**src/rtl/split_module_6bit.sv**
```systemverilog
// Operand splitter for a one-level GF(2) Karatsuba multiplier: captures an A/B pair
// and issues the lo, mid (lo^hi) and hi sub-operand pairs over a valid/ready handshake.
module split_module_6bit #(
   parameter int n = 6,
   parameter int h = n / 2
) (
   input  logic         clk,
   input  logic         rst_n,
   input  logic         in_valid,
   output logic         in_ready,
   input  logic [n-1:0] A_in,
   input  logic [n-1:0] B_in,
   output logic         S_valid,
   input  logic         S_ready,
   output logic [h-1:0] S_a,
   output logic [h-1:0] S_b,
   output logic [1:0]   S_sel,
   output logic         S_last,
   output logic [7:0]   op_count
);

   typedef enum logic [1:0] {
      IDLE      = 2'd0,
      ISSUE_LO  = 2'd1,
      ISSUE_MID = 2'd2,
      ISSUE_HI  = 2'd3
   } state_t;

   state_t       r_state, w_state;
   logic [n-1:0] r_a, r_b, w_a, w_b;
   logic [h-1:0] r_sa, r_sb, w_sa, w_sb;
   logic [1:0]   r_sel, w_sel;
   logic         r_last, w_last;
   logic         r_valid, w_valid;
   logic [7:0]   r_count, w_count;

   function automatic logic [h-1:0] f_lo(input logic [n-1:0] x);
      return x[h-1:0];
   endfunction

   function automatic logic [h-1:0] f_hi(input logic [n-1:0] x);
      return x[h +: h];
   endfunction

   function automatic logic [h-1:0] f_mid(input logic [n-1:0] x);
      return f_lo(x) ^ f_hi(x);
   endfunction

   assign in_ready = (r_state == IDLE);
   assign S_valid  = r_valid;
   assign S_a      = r_sa;
   assign S_b      = r_sb;
   assign S_sel    = r_sel;
   assign S_last   = r_last;
   assign op_count = r_count;

   // Next-state and next-output decode; outputs are precomputed so they leave a register.
   always_comb begin
      w_state = r_state;
      w_a     = r_a;
      w_b     = r_b;
      w_sa    = r_sa;
      w_sb    = r_sb;
      w_sel   = r_sel;
      w_last  = r_last;
      w_valid = r_valid;
      w_count = r_count;
      case (r_state)
         IDLE: begin
            if (in_valid) begin
               w_state = ISSUE_LO;
               w_a     = A_in;
               w_b     = B_in;
               w_sa    = f_lo(A_in);
               w_sb    = f_lo(B_in);
               w_sel   = 2'd1;
               w_last  = 1'b0;
               w_valid = 1'b1;
            end else begin
               w_state = IDLE;
            end
         end
         ISSUE_LO: begin
            if (S_ready) begin
               w_state = ISSUE_MID;
               w_sa    = f_mid(r_a);
               w_sb    = f_mid(r_b);
               w_sel   = 2'd2;
            end else begin
               w_state = ISSUE_LO;
            end
         end
         ISSUE_MID: begin
            if (S_ready) begin
               w_state = ISSUE_HI;
               w_sa    = f_hi(r_a);
               w_sb    = f_hi(r_b);
               w_sel   = 2'd3;
               w_last  = 1'b1;
            end else begin
               w_state = ISSUE_MID;
            end
         end
         ISSUE_HI: begin
            if (S_ready) begin
               // S_a/S_b keep the hi pair while idle.
               w_state = IDLE;
               w_sel   = 2'd0;
               w_last  = 1'b0;
               w_valid = 1'b0;
               w_count = r_count + 8'd1;
            end else begin
               w_state = ISSUE_HI;
            end
         end
         default: begin
            w_state = IDLE;
            w_sel   = 2'd0;
            w_last  = 1'b0;
            w_valid = 1'b0;
         end
      endcase
   end

   // State, captured operands and registered handshake outputs.
   always_ff @(posedge clk or negedge rst_n) begin
      if (!rst_n) begin
         r_state <= IDLE;
         r_a     <= '0;
         r_b     <= '0;
         r_sa    <= '0;
         r_sb    <= '0;
         r_sel   <= 2'd0;
         r_last  <= 1'b0;
         r_valid <= 1'b0;
         r_count <= 8'd0;
      end else begin
         r_state <= w_state;
         r_a     <= w_a;
         r_b     <= w_b;
         r_sa    <= w_sa;
         r_sb    <= w_sb;
         r_sel   <= w_sel;
         r_last  <= w_last;
         r_valid <= w_valid;
         r_count <= w_count;
      end
   end

endmodule

```
**config.mk**
```make
export PLATFORM = sky130hd
export DESIGN_NAME = split_module_6bit
export DESIGN_NICKNAME = d
export VERILOG_FILES = /design/src/rtl/split_module_6bit.sv
export SDC_FILE = /design/constraint.sdc
export NUM_CORES = 1
export LEC_CHECK = 0
export BUFFER_PORTS_ARGS = -buffer_cell sky130_fd_sc_hd__clkbuf_2
export CAP_MARGIN = 20
export CORE_ASPECT_RATIO = 0.5
export CORE_MARGIN = 2
export CORE_UTILIZATION = 60
export CTS_BUF_LIST = sky130_fd_sc_hd__clkbuf_4 sky130_fd_sc_hd__clkbuf_8
export DETAILED_ROUTE_END_ITERATION = 8
export GPL_TIMING_DRIVEN = 0
export PLACE_DENSITY = 0.95
export SETUP_SLACK_MARGIN = 0.4
export SLEW_MARGIN = 30
export SYNTH_ARGS = -nofsm -noshare
export SYNTH_HDL_FRONTEND = slang
export SYNTH_SLANG_ARGS = --single-unit
export TNS_END_PERCENT = 5
```
**constraint.sdc**
```tcl
create_clock -name clk -period 3 [get_ports clk]
set_input_delay 0.15 -clock clk [delete_from_list [all_inputs] [get_ports clk]]
set_output_delay 0.15 -clock clk [all_outputs]
set_load 0.005 [all_outputs]
```
### Word-level counts from Yosys, hierarchy flattened

Index checks and enable logic that the tools add are counted.

| word-level totals | value |
|---|---|
| register bits | 32 |
| input port bits | 16 |
| output and inout bits | 19 |
| logic and storage cells | 53 |

| operators by class | value |
|---|---|
| $add $sub $neg | 1 |
| equal/unequal tests | 7 |
| mux-type cells | 24 |
| bitwise gates (word level) | 2 |
| reductions and logical operators | 10 |

Operator list:

| cell | count |
|---|---|
| 3-bit two-way mux | 6 |
| 3-bit one-hot mux with 3 select lines | 2 |
| 2-bit one-hot mux with 4 select lines | 2 |
| 2-bit two-way mux | 6 |
| 4-bit AND reduction | 3 |
| 8-bit by 1-bit adder with 8-bit output, second input constant | 1 |
| 2-bit != test, second input constant | 4 |
| 1-bit two-way mux | 6 |
| 3-bit nonzero test | 2 |
| 3-bit XOR | 2 |
| 2-bit equality test, second input constant | 2 |
| 2-bit AND reduction | 2 |
| 1-bit one-hot mux with 3 select lines | 1 |
| 3-bit AND reduction | 1 |
| 2-bit by 1-bit equality test with 1-bit output, second input constant | 1 |
| 2-bit zero test | 1 |
| 1-bit one-hot mux with 2 select lines | 1 |
| 2-bit nonzero test | 1 |

### Logic depth before layout (Yosys ltp)

Gate-level depths: netlist of the first run.

| depth | value |
|---|---|
| word-level depth | 3 |
| mapped depth | 7 |
| depth with buffers taken out | 6 |

### Least setup slack after synthesis of the first run

No wires, ideal clock.

| timing path | value |
|---|---|
| path type | register -> register |
| start point | register r_state[0] |
| end point | register r_sa[0] (netlist: S_a[0]) |
| setup time | 0.125 ns |
| data arrival time | 1.519 ns |
| required time | 2.875 ns |
| slack | 1.356 ns |
| cell stages (with the launch flop) | 7 |
| path buffers | 0 |
| clock period less this slack | 1.644 ns |
| cells stage by stage | dfrtp_1 > inv_1 > ha_1 > nor2b_1 > nor2_1 > o21ai_2 > mux2_2 |

| between the ends | value |
|---|---|
| word-level cells in the longest chain between the ends | 3 |
| elaborated cells on any way between the ends | 9 |
| classes of those cells | 5 x eq/ne; 1 x mux; 3 x reduce/logical |

Ends and longest elaborated chain:

| what | line | source |
|---|---|---|
| from (decl) | 29 | `state_t r_state, w_state;` |
| from (signal assigned) | 138 | `r_state <= w_state;` |
| 2-bit zero test (*) | -- |  |
| via in_ready | 10 | `output logic in_ready,` |
| 2-bit != test (no source line) / 3-bit nonzero test (equally long branches) | -- |  |
| 4-bit AND reduction (no source line) | -- |  |
| to (signal assigned) | 141 | `r_sa <= w_sa;` |
| to (decl) | 31 | `logic [h-1:0] r_sa, r_sb, w_sa, w_sb;` |

Mark *: on every way through the listed nets, which the timed path passes. The rest lies on a longest branch.
A chain may end at the register's enable or synchronous reset.

### Final worst setup path of the first run

| timing path | value |
|---|---|
| start point | register r_state[0] |
| end point | register r_sa[2] (netlist: S_a[2]) |

| between the ends | value |
|---|---|
| word-level cells in the longest chain between the ends | 3 |
| elaborated cells on any way between the ends | 9 |
| classes of those cells | 5 x eq/ne; 1 x mux; 3 x reduce/logical |

Ends and longest elaborated chain:

| what | line | source |
|---|---|---|
| 2-bit by 1-bit equality test with 1-bit output, or another cell as far along | 68 | `case (r_state)` |
| 2-bit != test (no source line) / 3-bit nonzero test (equally long branches) | -- |  |
| 4-bit AND reduction (no source line) | -- |  |

Parallel ways exist; a longest one is shown, timed or not.

==> results of run 1 <==
-- power by group through the flow --
| stage | sequential, mW | combinational [mW] | clock [mW] |
|---|---|---|---|
| after detailed placement | 0.752 | 0.853 | 0 |
| final | 0.745 | 0.847 | 0.413 |
| after CTS | 0.744 | 0.860 | 0.420 |
| after global routing | 0.771 | 0.939 | 0.441 |
| after floorplan | 0.737 | 0.608 | 0 |
| after global placement | 0.741 | 0.815 | 0 |
-- per-layer routing --
layer / wire length [um] / vias to the layer above / share of wire / track usage
li1: - / 570 / - / -
met1: 1386 / 551 / 0.46 / 0.2461
met2: 1480 / 27 / 0.49 / 0.3640
met3: 147 / 2 / 0.048 / 0.07432
met4: 19 / 0 / 0.0063 / 0.05909
met5: 0 / - / 0 / 0
-- registers in the layout, indices dropped and copies added, names as in the netlist --
register,flops
S_a,3
S_b,3
S_last,1
S_sel,2
S_valid,1
op_count,8
r_a,6
r_b,6
r_state,2
-- cell families after synthesis --
kind of cell	count (synthesis)	share of synthesized area
AOI/OAI and AO/OA	23	0.08798
xor gates and xnor gates	12	0.07070
adders and majority gates	8	0.06285
buffers and inverters	8	0.02121
DFF	32	0.5028
muxes	21	0.1485
and+or+nand+nor	35	0.1060
-- placed cells by master (no fill, tap or decap), drive strengths merged --
| master | count |
|---|---|
| a22oi | 5 |
| nand3 | 2 |
| nand3b | 1 |
| a211oi | 1 |
| nand2b | 1 |
| clkbuf | 42 |
| o21ai | 6 |
| nand2 | 6 |
| o22ai | 1 |
| a31oi | 2 |
| xnor2 | 6 |
| nand4 | 2 |
| bufinv | 1 |
| o21bai | 1 |
| ha | 8 |
| a21oi | 7 |
| or4 | 1 |
| dlygate4sd3 | 1 |
| nor3 | 1 |
| inv | 3 |
| clkinv | 1 |
| mux2 | 21 |
| dfrtp | 32 |
| buf | 3 |
| nor2 | 18 |
| xor2 | 6 |
| nor2b | 3 |
-- area by class of cell --
class | instances | area (um2) | area share
sequential | 32 | 800.8 | 0.4148
timing repair buffer | 35 | 180.2 | 0.09332
inverter | 3 | 11.26 | 0.005833
tap | 37 | 46.29 | 0.02398
multi-input combinational | 99 | 758.2 | 0.3927
clock buffer | 6 | 76.32 | 0.03953
buffer | 5 | 22.52 | 0.01167
clock inverter | 2 | 35.03 | 0.01815
-- worst register-to-register path: stages, from the launching register on --
cell	delay [ps]
sky130_fd_sc_hd__dfrtp_1	440
sky130_fd_sc_hd__inv_1	130
sky130_fd_sc_hd__ha_1	340
sky130_fd_sc_hd__nor2b_1	250
sky130_fd_sc_hd__nor2_1	70
sky130_fd_sc_hd__o21ai_2	160
sky130_fd_sc_hd__mux2_2	380
-- per-stage QoR --
stage	power (mW)	std cells	cell area, um2	hold WS [ps]
after floorplan	1.344	139	1593	-145.6
after global placement	1.555	210	1809	259.3
after detailed placement	1.605	210	1809	262.3
after CTS	2.024	219	1931	93.38
after global routing	2.151	219	1931	93.73
final	2.006	219	1931	96.74
-- worst min-delay path by stage --
stage	to	from	cells after the start	slack [ps]
3_3_place_gp	S_a[1]	rst_n	1	260
3_5_place_dp	r_a[1]	rst_n	1	260
2_1_floorplan	S_a[0]	rst_n	0	-150
5_1_grt	r_b[4]	B_in[4]	2	90
4_1_cts	r_b[3]	B_in[3]	2	90
6_report	r_b[4]	B_in[4]	2	100
==> results.txt, run 1 <==
----------------------------------------------------
[Synthesis]
  Gate count of the mapped netlist ... 139
  Fraction of registers with async set/reset ... 1.000
  Most repeated cell in the gate-level netlist after synthesis ... sky130_fd_sc_hd__dfrtp_1
  Post-synthesis register bit count ... 32
  Top_reg_cell synth ... sky130_fd_sc_hd__dfrtp_1
  Post-synth net total ... 163
  Cell Area, Synth ... 1593 um2
  Part of the Yosys area used for sequential elements ... 0.5027
  Count of cell types in the netlist ... 27
  Top cell type's share of synthesized area ... 0.5027
  Area contributors post-synth ... sky130_fd_sc_hd__dfrtp_1 (50%), sky130_fd_sc_hd__mux2_2 (15%), sky130_fd_sc_hd__ha_1 (6.3%)
  Largest area contributor in the synthesized netlist ... sky130_fd_sc_hd__dfrtp_1
  Number of flops mapped to enable cells by yosys ... 0
  Leading post-synthesis cells by instance count ... sky130_fd_sc_hd__dfrtp_1 (32), sky130_fd_sc_hd__mux2_2 (21), sky130_fd_sc_hd__nor2_1 (18)
  Warning count from the yosys run ... 0
  Average footprint of a synthesized cell ... 11.46 um2

[Floorplan]
  Number of core rows ... 13
  Die ar. ... between 3000 and 4000 um2
  I/O pin cnt ... 35
  Initial standard-cell utilization of the core ... 0.6237
  Die Ht ... 40.43 um
  DIE WIDTH ... between 70 and 80 um
  Placeable core area ... 2554 um2

[Power]
  Leakage ... 0.9211 nW
  Part of the power in combinational logic ... 0.422
  IR Drop Worst-Case VDD ... 0.4854 mV
  Part of the total power dissipated in sequential elements ... 0.371
  PwrDens ... 1039 nW/um2
  Internal power summed over all cells ... 1.308 mW
  Net load switching power ... between 600 and 700 uW
  Clk network pwr share ... 0.206
  Switching share of total power ... 0.3480

[Clocking]
  Number of setup buffers added after CTS ... 0
  Clk pin slew, worst setup/hold paths ... 70 ps
  TritonCTS clock tree ... yes
  Number of CTS-inserted buffers ... 5
  Level count of the clock H-tree ... 2
  Root buffer cell ... sky130_fd_sc_hd__clkbuf_8
  Count of cells resized by post-cts repair ... 0
  Max clock buf depth ... 2
  Skew-Pair Late Insertion Delay ... 280 ps
  Count of clock tree sinks ... 32
  Number of hold buffers added after cts ... 1

[Global routing]
  Antenna violations before repair ... 0
  Vias in the first global route ... 1024
  Largest net degree at the start of global routing ... 33
  Total gr overflow ... 0
  Total routing resource utilization after global routing ... 0.2047
  First-pass GRT wire length ... 4588 um

[Final layout]
  Layout cells sized above 1 ... 0.3846
  Nets ... 205
  Post-synthesis to final-layout area growth ... 21.21%
  Number of antenna cells inserted ... 0
  Number of fillers in the final layout ... ~170
  Final design utilization ... 0.7560

[Drt]
  Total length of routed wires ... 3033 um
  Detail Route Antenna Nets ... 0
  Final routed wire length divided by cell count ... 13.85 um
  Count of TritonRoute iterations in the first routing pass ... 4
  Drt first-iter violations ... 57
  Detailed-route vias per instance ... 5.251
  Total number of vias ... 1150
  DRC violation count after routing ... 0

[Place]
  Buffers on Ports ... 34
  Global placer's final weighted congestion ... between 0.8 and 0.9
  Worst slack, placed ... around 1100 ps
  Sum of net half-perimeters after detailed placement ... 2158 um

[Setup path]
  Crit path launch ... r_state[0]
  Type of element capturing the critical path ... flop
  Startpoint type of the worst setup path ... flop
  Maximum fanout along the worst path ... 8
  Class of the most critical setup path ... reg -> reg
  Worst setup path end ... S_a[2]
  Data required time of the critical path ... 3170 ps
  Origin of the critical flop-to-flop path ... r_state[0]
  Critical Path Slowest Stage Cell ... sky130_fd_sc_hd__dfrtp_1
  Data arrival time of the worst path ... 2060 ps
  Cells traversed along the worst timing path ... inv_1, ha_1, nor2b_1, nor2_1, o21ai_2, mux2_2
  Peak per-stage delay on the critical path ... about 440 ps
  Flop-to-flop setup slack ... 1110 ps
  Depth of the worst register-to-register path ... 6
  Cell type group with the largest total delay on the critical path ... flip-flops
  Number of cells on the critical path ... 6
  Endpoint of the worst-slack reg-to-reg timing path ... S_a[2]
  Number of buffer and inverter stages on the critical path ... 1

[Status]
  Result of the run ... finished clean

[Timing]
  Number of max-slew violations in the final report ... 0
  Count of final setup violators ... 0
  Setup TNS Final ... 0 ps
  Part of the cycle the worst path needs ... 0.6298
  Worst-margin pin slew ... 771.8 ps
  Slack of the critical path ... 1111 ps
  Clock skew ... 4.166 ps
  Hold Violations, Final ... 0
  Slew HR ... 0.4855
  Minimum period implied by the final worst setup slack ... 1889 ps
  Maximum operating frequency ... 0.5293 GHz
  Setup repair after global routing missed its margin ... false

[Min path]
  Worst hold-check path type ... in -> reg

[Run]
  Max-cap violation count ... 0

----------------------------------------------------
Note: power is estimated with default switching activity, not from simulation.
==> inputs of run 2 (changes only) <==
CORE_UTILIZATION = 50   (was 60)
PLACE_DENSITY = 0.88   (was 0.95)
clock period = 1.6 ns   (was 3 ns; I/O delays follow)
==> results.txt, run 2 (synthesis gave the netlist of run 1 again) <==
----------------------------------------------------
[Timing]
  Number of max-slew violations in the final report ... 0 (unchanged)
  Count of final setup violators ... 4 (was 0)
  Slack of the critical path ... -26.94 ps (was 1111 ps)
  Minimum period implied by the final worst setup slack ... 1627 ps (was 1889 ps)
  Setup repair after global routing missed its margin ... true (was false)
  Part of the cycle the worst path needs ... 1.017 (was 0.6298)
  Slew HR ... 0.4772 (was 0.4855)
  Hold Violations, Final ... 0 (unchanged)
  Clock skew ... 10.71 ps (was 4.166 ps)
  Maximum operating frequency ... 0.6147 GHz (was 0.5293 GHz)
  Setup TNS Final ... -42.49 ps (was 0 ps)
  Worst-margin pin slew ... 784.2 ps (was 771.8 ps)

[Clocking]
  Root buffer cell ... sky130_fd_sc_hd__clkbuf_8 (unchanged)
  Max clock buf depth ... 2 (unchanged)
  Count of clock tree sinks ... 32 (unchanged)
  Skew-Pair Late Insertion Delay ... 290 ps (was 280 ps)
  TritonCTS clock tree ... yes (unchanged)
  Number of CTS-inserted buffers ... 5 (unchanged)
  Clk pin slew, worst setup/hold paths ... 70 ps (about the same)
  Level count of the clock H-tree ... 2 (unchanged)

[Drt]
  Total length of routed wires ... 4120 um (was 3033 um)
  DRC violation count after routing ... 0 (unchanged)
  Total number of vias ... 1282 (was 1150)
  Detail Route Antenna Nets ... 0 (unchanged)
  Detailed-route vias per instance ... 5.479 (was 5.251)
  Final routed wire length divided by cell count ... 17.61 um (was 13.85 um)
  Drt first-iter violations ... 43 (was 57)
  Count of TritonRoute iterations in the first routing pass ... 4 (unchanged)

[Global routing]
  Global route hottest layer ... met2 (unchanged)
  Met1 routing resource usage after global routing ... 0.2812 (was 0.2461)
  Antenna violations before repair ... 0 (unchanged)
  Largest net degree at the start of global routing ... 33 (unchanged)
  Fraction of met2 tracks used by global routing ... 0.3808 (was 0.3640)
  GRT met3 Usage ... 0.09333 (was 0.07432)
  Total routing resource utilization after global routing ... 0.2344 (was 0.2047)
  Total gr overflow ... 0 (unchanged)
  First-pass GRT wire length ... 6299 um (was 4588 um)
  Vias in the first global route ... 1278 (was 1024)

[Place]
  Worst slack, placed ... -89.10 ps (was 1129 ps)
  Placement Cell Area ... 1904 um2 (was 1809 um2)
  Instance count after placement with tap cells included ... 213 (was 210)
  Sum of net half-perimeters after detailed placement ... 2259 um (was 2158 um)
  Global placer's final weighted congestion ... 0.8278 (was 0.8676)
  Buffers on Ports ... 34 (unchanged)

[Setup path]
  Data required time of the critical path ... 1770 ps (was 3170 ps)
  Data arrival time of the worst path ... 1800 ps (was 2060 ps)
  Class of the most critical setup path ... reg -> reg (unchanged)
  Critical Path Slowest Stage Cell ... sky130_fd_sc_hd__or4_4 (was sky130_fd_sc_hd__dfrtp_1)
  Cell type group with the largest total delay on the critical path ... simple AND/OR/NAND/NOR gates (was flip-flops)
  Peak per-stage delay on the critical path ... 490 ps (was 440 ps)
  Maximum fanout along the worst path ... 7 (was 8)
  Type of element capturing the critical path ... flop (unchanged)
  Startpoint type of the worst setup path ... flop (unchanged)
  Cells traversed along the worst timing path ... buf_6, ha_4, nand2_4, or4_4, xnor2_2 (was inv_1, ha_1, nor2b_1, nor2_1, o21ai_2, mux2_2)
  Number of buffer and inverter stages on the critical path ... 1 (unchanged)

[Floorplan]
  Die Ht ... 43.91 um (was 40.43 um)
  Initial standard-cell utilization of the core ... 0.5287 (was 0.6237)
  Die ar. ... 3681 um2 (was 3108 um2)
  Number of core rows ... 14 (was 13)
  Placeable core area ... 3013 um2 (was 2554 um2)
  I/O pin cnt ... 35 (unchanged)
  DIE WIDTH ... 83.82 um (was 76.87 um)

[Run]
  Max-cap violation count ... 0 (unchanged)

[Status]
  Violations in the final reports ... negative setup slack
  Result of the run ... finished with violations (was finished clean)

[Final layout]
  Most common cell after layout, fill and taps aside ... sky130_fd_sc_hd__clkbuf_2 (unchanged)
  Max FFs per register ... 8 (unchanged)
  Cell area after layout ... 2250 um2 (was 1931 um2)
  Number of fillers in the final layout ... 180 (was 165)
  Layout cells sized above 1 ... 0.5515 (was 0.3846)
  Non-filler instance count after layout ... 234 (was 219)
  Most frequent cells in the layout ... sky130_fd_sc_hd__clkbuf_2 (34), sky130_fd_sc_hd__dfrtp_1 (30), sky130_fd_sc_hd__nor2_1 (14), sky130_fd_sc_hd__mux2_2 (14), sky130_fd_sc_hd__buf_4 (8) (was sky130_fd_sc_hd__clkbuf_2 (34), sky130_fd_sc_hd__dfrtp_1 (32), sky130_fd_sc_hd__mux2_2 (21))
  Post-synthesis to final-layout area growth ... 41.24% (was 21.21%)
  Nets ... 217 (was 205)
  Number of antenna cells inserted ... 0 (unchanged)
  Final design utilization ... 0.7467 (was 0.7560)

[Power]
  Leakage ... 1.041 nW (was 0.9211 nW)
  PwrDens ... 2064 nW/um2 (was 1039 nW/um2)
  IR Drop Worst-Case VDD ... 1.163 mV (was 0.4854 mV)

[Min path]
  Worst hold-check path type ... in -> reg (unchanged)

----------------------------------------------------
## run 2: changes by cell type in the layout (fill, tap and decap cells not counted), moves of 3 or more
cell,previous run,this run
sky130_fd_sc_hd__buf_4,0,8
sky130_fd_sc_hd__mux2_2,21,14
sky130_fd_sc_hd__mux2_4,0,7
sky130_fd_sc_hd__ha_1,8,2
sky130_fd_sc_hd__a22oi_1,5,1
sky130_fd_sc_hd__a22oi_2,0,4
sky130_fd_sc_hd__nor2_1,18,14
sky130_fd_sc_hd__nor2_4,0,4
sky130_fd_sc_hd__buf_6,0,3
sky130_fd_sc_hd__ha_2,0,3
sky130_fd_sc_hd__ha_4,0,3
## run 2: per-stage QoR
stage,hold slack [ps],power [mW]
finish,14.48,4.644
global route,9.397,4.920
CTS,17.66,4.368
detailed placement,207.7,3.318
global placement,182.0,3.228
floorplan,-215.6,2.819
## run 2: what timing repair did
item / in CTS / in global routing
buffers inserted: 7 / 4
setup endpoints to repair: 32 / 32
gates cloned: 1 / 0
pin swaps: 10 / 4
endpoints found under the hold margin: 32 / 0
gates resized for setup: 12 / 16
hold buffers: 1 / 0
## run 2: worst paths after layout
check / start / to / slack [ps] / depth (start not counted)
setup / recovery: r_state[0] / op_count[7] / -30 / 5
hold / removal: A_in[4] / r_a[4] / 10 / 2
setup reg to reg: r_state[0] / op_count[7] / -30 / 5
hold reg to reg: op_count[5] / op_count[5] / 500 / 1
max in group asynchronous: rst_n / r_state[1] / 640 / 2
min in group asynchronous: rst_n / r_a[1] / 390 / 2
## run 2: where the power goes
part	internal (mW)	leakage, nW	total (mW)	switching [mW]
logic	1.43	0.604	2.50	1.08
registers	1.16	0.385	1.46	0.303
clock network	0.384	0.0523	0.680	0.296
total	2.97	1.04	4.64	1.68
## run 2: layout make-up
cell class	instances	area, um2	share of cell area
Multi-Input combinational cell	99	919.6	0.4088
Sequential cell	32	803.3	0.3571
Buffer	5	50.05	0.02225
Clock buffer	8	97.59	0.04338
Inverter	3	13.76	0.006118
Timing Repair Buffer	47	315.3	0.1402
Tap cell	40	50.05	0.02225
## run 2: routing by layer
metal | up-vias | wire length (um)
met5 | - | 0
met4 | 0 | 174
met3 | 16 | 232
met2 | 48 | 2005
met1 | 628 | 1708
li1 | 590 | -
==> inputs of run 3 (changes only) <==
CORE_UTILIZATION = 60   (was 50)
PLACE_DENSITY = 0.95   (was 0.88)
clock period = 1.9 ns   (was 1.6 ns; I/O delays follow)
==> results.txt, run 3 (synthesis gave the netlist of run 1 again) <==
----------------------------------------------------
[Power]
  Leakage ... 0.9708 nW (was 1.041 nW)
  Switching share of total power ... 0.3824 (was 0.3608)
  IR Drop Worst-Case VDD ... 0.8798 mV (was 1.163 mV)
  Net load switching power ... 1.392 mW (was 1.675 mW)
  Part of the power in combinational logic ... 0.516 (was 0.539)
  Part of the total power dissipated in sequential elements ... 0.342 (was 0.314)
  Clk network pwr share ... 0.143 (was 0.146)
  PwrDens ... 1757 nW/um2 (was 2064 nW/um2)
  Internal power summed over all cells ... 2.248 mW (was 2.968 mW)

[Floorplan]
  Die ar. ... 3108 um2 (was 3681 um2)
  Initial standard-cell utilization of the core ... 0.6237 (was 0.5287)
  Placeable core area ... 2554 um2 (was 3013 um2)
  DIE WIDTH ... 76.87 um (was 83.82 um)
  Number of core rows ... 13 (was 14)
  I/O pin cnt ... 35 (unchanged)
  Die Ht ... 40.43 um (was 43.91 um)

[Timing]
  Slack of the critical path ... 275.8 ps (was -26.94 ps)
  Hold Violations, Final ... 0 (unchanged)
  Slew HR ... 0.4826 (was 0.4772)
  Part of the cycle the worst path needs ... 0.8549 (was 1.017)
  Worst-margin pin slew ... 776.1 ps (was 784.2 ps)
  Clock skew ... 16.37 ps (was 10.71 ps)
  Setup TNS Final ... 0 ps (was -42.49 ps)
  Number of max-slew violations in the final report ... 0 (unchanged)
  Setup repair after global routing missed its margin ... true (unchanged)
  Maximum operating frequency ... 0.6157 GHz (was 0.6147 GHz)
  Minimum period implied by the final worst setup slack ... 1624 ps (was 1627 ps)
  Count of final setup violators ... 0 (was 4)

[Drt]
  Final routed wire length divided by cell count ... 18.78 um (was 17.61 um)
  Total length of routed wires ... 4169 um (was 4120 um)
  DRC violation count after routing ... 0 (unchanged)
  Total number of vias ... 1282 (unchanged)
  Count of TritonRoute iterations in the first routing pass ... 4 (unchanged)
  Drt first-iter violations ... 122 (was 43)
  Detail Route Antenna Nets ... 0 (unchanged)
  Detailed-route vias per instance ... 5.775 (was 5.479)

[Setup path]
  Data arrival time of the worst path ... 1790 ps (was 1800 ps)
  Class of the most critical setup path ... reg -> reg (unchanged)
  Type of element capturing the critical path ... flop (unchanged)
  Data required time of the critical path ... 2070 ps (was 1770 ps)
  Maximum fanout along the worst path ... 5 (was 7)
  Flop-to-flop setup slack ... 280 ps (was -30 ps)
  Endpoint of the worst-slack reg-to-reg timing path ... S_a[1] (was op_count[7])
  Startpoint type of the worst setup path ... flop (unchanged)
  Origin of the critical flop-to-flop path ... r_state[1] (was r_state[0])
  Depth of the worst register-to-register path ... 7 (was 5)

[Final layout]
  Nets ... 209 (was 217)
  Number of antenna cells inserted ... 0 (unchanged)
  Max FFs per register ... 8 (unchanged)
  Most frequent cells in the layout ... sky130_fd_sc_hd__clkbuf_2 (34), sky130_fd_sc_hd__dfrtp_1 (30), sky130_fd_sc_hd__nor2_1 (16) (was sky130_fd_sc_hd__clkbuf_2 (34), sky130_fd_sc_hd__dfrtp_1 (30), sky130_fd_sc_hd__nor2_1 (14), sky130_fd_sc_hd__mux2_2 (14), sky130_fd_sc_hd__buf_4 (8))
  Layout cells sized above 1 ... 0.4757 (was 0.5515)
  Number of fillers in the final layout ... 135 (was 180)
  Most common cell after layout, fill and taps aside ... sky130_fd_sc_hd__clkbuf_2 (unchanged)
  Post-synthesis to final-layout area growth ... 30.09% (was 41.24%)
  Non-filler instance count after layout ... 222 (was 234)

[Clocking]
  Count of clock tree sinks ... 32 (unchanged)
  Max clock buf depth ... 2 (unchanged)
  Skew-Pair Late Insertion Delay ... 300 ps (was 290 ps)
  Level count of the clock H-tree ... 2 (unchanged)
  TritonCTS clock tree ... yes (unchanged)
  Number of CTS-inserted buffers ... 5 (unchanged)
  Clk pin slew, worst setup/hold paths ... 80 ps (was 70 ps)
  Root buffer cell ... sky130_fd_sc_hd__clkbuf_8 (unchanged)

[Global routing]
  Total routing resource utilization after global routing ... 0.2603 (was 0.2344)
  Total gr overflow ... 0 (unchanged)
  Vias in the first global route ... 1214 (was 1278)
  First-pass GRT wire length ... 5782 um (was 6299 um)
  Largest net degree at the start of global routing ... 33 (unchanged)
  Antenna violations before repair ... 1 (was 0)

[Place]
  Buffers on Ports ... 34 (unchanged)
  Sum of net half-perimeters after detailed placement ... 2505 um (was 2259 um)
  Worst slack, placed ... 204.2 ps (was -89.10 ps)
  Instance count after placement with tap cells included ... 210 (was 213)
  Global placer's final weighted congestion ... 0.8023 (was 0.8278)

[Min path]
  WHS Endpoint ... r_a[4] (unchanged)
  Number of cells traversed by the worst hold path ... 2 (unchanged)
  Hold path startpoint ... A_in[4] (unchanged)
  Worst hold-check path type ... in -> reg (unchanged)

[Status]
  Result of the run ... finished clean (was finished with violations)

[Run]
  Max-cap violation count ... 0 (unchanged)

----------------------------------------------------
## run 3: cell count changes in the layout (fill, tap and decap cells not counted), moves of 2 or more
| cell | before | now |
|---|---|---|
| sky130_fd_sc_hd__nor2_1 | 14 | 16 |
| sky130_fd_sc_hd__a22oi_2 | 4 | 0 |
| sky130_fd_sc_hd__a22oi_1 | 1 | 5 |
| sky130_fd_sc_hd__nor2_4 | 4 | 2 |
| sky130_fd_sc_hd__buf_4 | 8 | 2 |
| sky130_fd_sc_hd__clkbuf_8 | 7 | 5 |
## run 3: area by class of cell
class / instances / area [um2] / share of cell area
Buffer: 5 / 51.30 / 0.02476
Clock buffer: 6 / 76.32 / 0.03684
Clock inverter: 1 / 5.005 / 0.002415
Inverter: 3 / 16.27 / 0.007850
Multi-Input combinational cell: 99 / 855.8 / 0.4130
Sequential cell: 32 / 803.3 / 0.3877
Tap cell: 37 / 46.29 / 0.02234
Timing Repair Buffer: 39 / 217.7 / 0.1051
## run 3: timing repair
action | 4_1_cts | 5_1_grt
setup endpoints to repair | 20 | 19
endpoints found under the hold margin | 32 | 0
hold buffers | 1 | 0
pin swaps | 3 | 3
buffers inserted | 4 | 0
resized for setup | 5 | 12
## run 3: critical path, stage by stage, from the launching register on
cell,delay [ps]
sky130_fd_sc_hd__dfrtp_2,480
sky130_fd_sc_hd__inv_4,110
sky130_fd_sc_hd__ha_4,160
sky130_fd_sc_hd__nor2b_4,200
sky130_fd_sc_hd__nor2_4,50
sky130_fd_sc_hd__o21ai_4,70
sky130_fd_sc_hd__buf_6,150
sky130_fd_sc_hd__mux2_4,300
## run 3: metrics by stage
step	util	power (mW)	hold WS, ps	instance area (um2)
after global placement	0.7442	2.710	199.5	1901
after floorplan	-	2.374	-200.6	1684
after global routing	0.8114	3.835	36.80	2072
final	0.8114	3.640	28.06	2072
after detailed placement	0.7442	2.831	204.6	1901
after CTS	0.7976	3.437	41.93	2037
## run 3: worst max-delay path by stage
stage,startpoint,endpoint,slack [ps],cells after the start
finish,r_state[1],S_a[1],280,7
global route,r_state[1],S_a[1],240,7
CTS,r_state[1],S_b[0],320,7
detailed placement,r_state[0],r_b[5],200,5
global placement,r_state[0],r_a[1],250,5
floorplan,r_state[0],S_a[0],380,6
## run 3: layer usage
metal | vias to the layer above | track usage | wire, um
met5 | - | 0 | 7
met3 | 24 | 0.07207 | 282
li1 | 572 | - | -
met1 | 621 | 0.2944 | 1689
met2 | 63 | 0.4781 | 2007
met4 | 2 | 0.1500 | 182
## run 3: power by group through the flow
| stage | Clock (mW) | Sequential, mW | Combinational (mW) |
|---|---|---|---|
| 2_1_floorplan | 0 | 1.18 | 1.20 |
| 4_1_cts | 0.502 | 1.21 | 1.72 |
| 3_3_place_gp | 0 | 1.19 | 1.52 |
| 6_report | 0.519 | 1.24 | 1.88 |
| 5_1_grt | 0.546 | 1.27 | 2.02 |
| 3_5_place_dp | 0 | 1.22 | 1.61 |
